[src/rtl/uart_tx.sv]
// rtl/uart_tx.sv - UART transmitter: byte FIFO feeding a start/8N/opt-even-parity/stop serialiser.
module uart_tx #(
  parameter int FIFO_DEPTH = 4
) (
  input  logic                             clk,
  input  logic                             rst_i,
  input  logic                             tx_enable_i,
  input  logic [31:0]                      clk_div_i,
  input  logic                             parity_en_i,
  input  logic [7:0]                       tx_data_i,
  input  logic                             tx_valid_i,
  output logic                             tx_ready_o,
  output logic                             tx_busy_o,
  output logic                             tx_done_o,
  output logic [$clog2(FIFO_DEPTH+1)-1:0]  fifo_level_o,
  output logic                             tx_o
);

  localparam int AW = (FIFO_DEPTH > 1) ? $clog2(FIFO_DEPTH) : 1;
  localparam int LW = $clog2(FIFO_DEPTH+1);
  localparam logic [LW-1:0] FULL_LVL = LW'(FIFO_DEPTH);

  typedef enum logic [2:0] {S_IDLE, S_START, S_DATA, S_PARITY, S_STOP} state_t;

  logic [7:0]    mem_q [FIFO_DEPTH];
  logic [AW-1:0] wr_ptr_q, rd_ptr_q;
  logic [LW-1:0] level_q;
  logic          full, empty, push, pop;

  state_t        state_q, state_d;
  logic [31:0]   baud_q, baud_d;
  logic [31:0]   div_q, div_d;
  logic          par_en_q, par_en_d;
  logic [7:0]    shift_q, shift_d;
  logic [2:0]    bit_cnt_q, bit_cnt_d;
  logic          par_q, par_d;
  logic          tx_q, tx_d;
  logic          done_q, done_d;
  logic          tick, launch;

  assign full  = (level_q == FULL_LVL);
  assign empty = (level_q == '0);
  assign push  = tx_valid_i && !full;
  assign tick  = (baud_q == div_q);

  always_ff @(posedge clk) begin
    if (push) mem_q[wr_ptr_q] <= tx_data_i;
  end

  always_ff @(posedge clk or posedge rst_i) begin
    if (rst_i) begin
      wr_ptr_q <= '0;
      rd_ptr_q <= '0;
      level_q  <= '0;
    end else begin
      if (push) wr_ptr_q <= wr_ptr_q + 1'b1;
      if (pop)  rd_ptr_q <= rd_ptr_q + 1'b1;
      case ({push, pop})
        2'b10:   level_q <= level_q + 1'b1;
        2'b01:   level_q <= level_q - 1'b1;
        default: level_q <= level_q;
      endcase
    end
  end

  always_ff @(posedge clk or posedge rst_i) begin
    if (rst_i) begin
      state_q   <= S_IDLE;
      baud_q    <= '0;
      div_q     <= '0;
      par_en_q  <= 1'b0;
      shift_q   <= '0;
      bit_cnt_q <= '0;
      par_q     <= 1'b0;
      tx_q      <= 1'b1;
      done_q    <= 1'b0;
    end else begin
      state_q   <= state_d;
      baud_q    <= baud_d;
      div_q     <= div_d;
      par_en_q  <= par_en_d;
      shift_q   <= shift_d;
      bit_cnt_q <= bit_cnt_d;
      par_q     <= par_d;
      tx_q      <= tx_d;
      done_q    <= done_d;
    end
  end

  always_comb begin
    state_d   = state_q;
    baud_d    = tick ? 32'd0 : baud_q + 32'd1;
    div_d     = div_q;
    par_en_d  = par_en_q;
    shift_d   = shift_q;
    bit_cnt_d = bit_cnt_q;
    par_d     = par_q;
    tx_d      = tx_q;
    done_d    = 1'b0;
    launch    = 1'b0;
    pop       = 1'b0;

    case (state_q)
      S_IDLE: begin
        baud_d = '0;
        launch = tx_enable_i && !empty;
      end
      S_START: begin
        if (tick) begin
          state_d = S_DATA;
          tx_d    = shift_q[0];
        end
      end
      S_DATA: begin
        if (tick) begin
          par_d   = par_q ^ shift_q[0];
          shift_d = {1'b0, shift_q[7:1]};
          if (bit_cnt_q == 3'd7) begin
            state_d = par_en_q ? S_PARITY : S_STOP;
            tx_d    = par_en_q ? (par_q ^ shift_q[0]) : 1'b1;
          end else begin
            bit_cnt_d = bit_cnt_q + 3'd1;
            tx_d      = shift_q[1];
          end
        end
      end
      S_PARITY: begin
        if (tick) begin
          state_d = S_STOP;
          tx_d    = 1'b1;
        end
      end
      S_STOP: begin
        if (tick) begin
          done_d  = 1'b1;
          state_d = S_IDLE;
          launch  = tx_enable_i && !empty;
        end
      end
      default: begin
        state_d = S_IDLE;
        tx_d    = 1'b1;
      end
    endcase

    // Disable wins over everything: drop the frame, keep the FIFO.
    if (!tx_enable_i) begin
      state_d = S_IDLE;
      tx_d    = 1'b1;
      baud_d  = '0;
      done_d  = 1'b0;
      launch  = 1'b0;
    end

    if (launch) begin
      pop       = 1'b1;
      state_d   = S_START;
      shift_d   = mem_q[rd_ptr_q];
      div_d     = clk_div_i;
      par_en_d  = parity_en_i;
      baud_d    = '0;
      par_d     = 1'b0;
      bit_cnt_d = '0;
      tx_d      = 1'b0;
    end
  end

  assign tx_ready_o   = !full;
  assign tx_busy_o    = (state_q != S_IDLE);
  assign tx_done_o    = done_q;
  assign fifo_level_o = level_q;
  assign tx_o         = tx_q;

endmodule

[config.mk]
export PLATFORM = sky130hd
export DESIGN_NAME = uart_tx
export DESIGN_NICKNAME = d
export VERILOG_FILES = /design/src/rtl/uart_tx.sv
export SDC_FILE = /design/constraint.sdc
export NUM_CORES = 1
export LEC_CHECK = 0
export CORE_ASPECT_RATIO = 0.6
export CORE_UTILIZATION = 30
export CTS_CLUSTER_SIZE = 16
export DETAILED_ROUTE_END_ITERATION = 10
export PLACE_DENSITY = 0.55
export SLEW_MARGIN = 20
export SYNTH_ARGS = -nofsm -noshare
export SYNTH_HDL_FRONTEND = slang
export SYNTH_SLANG_ARGS = --single-unit
[constraint.sdc]
create_clock -name clk -period 4 [get_ports clk]
set_input_delay 0.4 -clock clk [delete_from_list [all_inputs] [get_ports clk]]
set_output_delay 0.4 -clock clk [all_outputs]
set_load 0.02 [all_outputs]
==> metrics.md <==
| Metric | Value |
|---|---|
| Status | `complete, no violations` |
| Final setup fails | `0` |
| WS Path Type | `flop to flop` |
| Most frequent cells in the layout | `dfrtp_1 (88), xor2_1 (53), nor2_1 (51), clkdlybuf4s50_1 (51)` |
| Proportion of layout cells with a drive suffix above 1 | `between 15 and 20%` |
| Min cycle time layout | `~3.2 ns` |
| Longest Clk Path Bufs | `2` |
| Syn. warnings | `0` |
| Cells after Synth | `430` |
| Worst slew pin tran | `0.936 ns` |
| Fin Hold WS | `roughly 0.33 ns` |
| H-tree depth | `4` |
| Asr flop ratio synth | `73.6%` |
| Final setup margin | `0.815 ns` |
| TNS Setup | `0 ns` |
| GPL Wtd Cong | `0.800` |
| Slew headroom | `36.7%` |
| Register bit total from synthesis | `about 120` |
| PD cells | `645 mW/mm2` |
| Worst-Skew Late Latency | `about 0.42 ns` |
| Pre-CTS WS | `0.814 ns` |
| Final Hold Vio Count | `0` |
| Unrepaired setup endpoints after global routing | `no` |
| Max-Cap Viols | `0` |
| Vias in the first global route | `3571` |
| Hold buffer count at cts | `0` |
| Synth cell types | `45` |
| Postcts setup bufs | `0` |
| Avg Synthesized Cell Area | `12.8 um2` |
| FMAX | `approximately 310 MHz` |
| Most used DFF post-synth | `dfrtp_1` |
| Worst-path maximum fanout | `6` |
| CTS resizes | `0` |
| Clock Pin Slew Worst Setup and Hold Paths | `around 0.06 ns` |
| Synthesized Nets | `484` |
| Sinks on Clock Net | `approximately 120` |
| TritonRoute pass-1 iters | `5` |
| Crit. End Element | `flop` |
| Clock Skews | `0.00827 ns` |
| CTS Buf Count | `17` |
| Violation count after the first detailed-route iteration | `256` |
| Pleak | `2.79 nW` |
| EDFF count, synth | `32` |
| Final ANT Viol Nets | `0` |
| Clock Tree Root | `clkbuf_16` |
| Nets | `between 500 and 600` |
| Seq/Total Area, Yosys | `between 50% and 60%` |
| Final WL | `12300 um` |
| Vias per cell | `4.68` |
| Routed WL per cell | `16.6 um` |
| Initial Util | `31.3%` |
| Antenna cells | `0` |
| Die height | `107 um` |
| Critical path startpoint category | `flop` |
| HPWL after detailed placement | `8810 um` |
| Port Buffers | `51` |
| Data arrival, critical path | `3.52 ns` |
| Worst EP required | `4.34 ns` |
| Die area | `0.0188 mm2` |
| Grt ovf | `0` |
| HP Class | `primary input to asynchronous set/reset pin` |
| Synth area leader | `dfrtp_1` |
| I/O pins | `52` |
| CTS tree | `yes` |
| Period utilization | `79.6%` |
| All-Layer GR Usage | `14.4%` |
| Synth Cell Area | `about 0.0055 mm2` |
| Synth top area cells | `dfrtp_1 (40%), edfxtp_1 (18%), xor2_1 (8.5%)` |
| Largest net degree at the start of global routing | `33` |
| Residual DRC | `0` |
| Vias | `3468` |
| Most common cell after layout, fill and taps aside | `dfrtp_1` |
| Core Box Area | `0.0175 mm2` |
| Initial antenna violation count | `0` |
| Row count | `37` |
| Fin. max-slew vios | `0` |
| Worst VDD drop | `0.000251 V` |
| Synth top area share | `~40%` |
| Die Width | `177 um` |
| Area growth syn-to-layout | `25.2%` |
| Global-route wire length before repair | `20000 um` |
## layout make-up
cell class,instances,area (um2)
inverters,12,46.3
multi-input cells,286,2190
flip-flops and latches,121,3190
clock buffers,26,563
fillers,1659,10600
well taps,234,293
clock inverters,5,26.3
repair buffers,57,556
## per-stage QoR
step | util [%] | power (mW) | std cells | cell area [um2]
final | 39.2 | 4.43 | 741 | 6870
after global routing | 39.2 | 4.67 | 741 | 6870
after CTS | 39.2 | 4.47 | 741 | 6870
after detailed placement | 35.9 | 2.97 | 710 | 6280
after global placement | 35.9 | 2.95 | 710 | 6280
after floorplan | - | 2.59 | 430 | 5490
## worst max-delay path, stage by stage, from the launching register on
cell	delay, ns
dfrtp_1	0.46
xor2_1	0.18
nor4_1	0.47
nand4_1	0.39
o21ai_2	0.37
nand2_1	0.13
inv_2	0.09
ha_1	0.17
inv_1	0.06
fa_1	0.37
xor2_1	0.15
nor2_1	0.11
xor2_1	0.15
## registers in the layout, indices dropped and copies added, names as in the netlist
register	count
baud_q	32
bit_cnt_q	3
div_q	32
fifo_level_o	3
mem_q	32
par_en_q	1
par_q	1
rd_ptr_q	2
shift_q	8
state_q	3
tx_done_o	1
tx_o	1
wr_ptr_q	2
## report_power, final
| group | switching, mW | internal, mW |
|---|---|---|
| logic | 0.502 | 0.564 |
| registers | 0.265 | 1.61 |
| clock network | 0.522 | 0.961 |
| total | 1.29 | 3.14 |
## synthesized netlist by cell type, types with 4 or more instances
cell type,n
a21oi_1,4
a221o_1,6
and2_1,9
and3_1,8
and4_1,4
buf_2,5
dfrtp_1,88
edfxtp_1,32
ha_1,8
inv_1,11
mux2_2,32
mux4_2,8
nand2_1,17
nand3_1,16
nand4_1,10
nor2_1,51
nor4_1,11
o21ai_0,6
xnor2_1,17
xor2_1,53
## layer usage
layer	GRT usage [%]	share of wire (%)	up-vias
li1	-	-	1663
met1	22.4	54	1713
met2	18.1	39	79
met3	5.11	5.4	13
met4	4.13	0.95	0
met5	0	0	-
## final timing paths
path,startpoint,to,slack [ns],cells past startpoint
setup / recovery,baud_q[3],fifo_level_o[2],0.81,12
hold / removal,rst_i,div_q[6],0.33,2
setup reg to reg,baud_q[3],fifo_level_o[2],0.81,12
hold reg to reg,shift_q[6],shift_q[6],0.47,1
max in group asynchronous,rst_i,tx_o,2.78,3
min in group clk,shift_q[6],shift_q[6],0.47,1
## cells by family after synthesis
kind of cell | after synthesis | synth area share [%]
xor+xnor | 70 | 11.2
compound gates | 25 | 3.38
fa+ha+maj | 9 | 2.19
mux | 43 | 10.4
buf+inv | 23 | 1.89
flops | 121 | 58.1
simple gates | 139 | 12.8
Note: power is estimated with default switching activity, not from simulation.
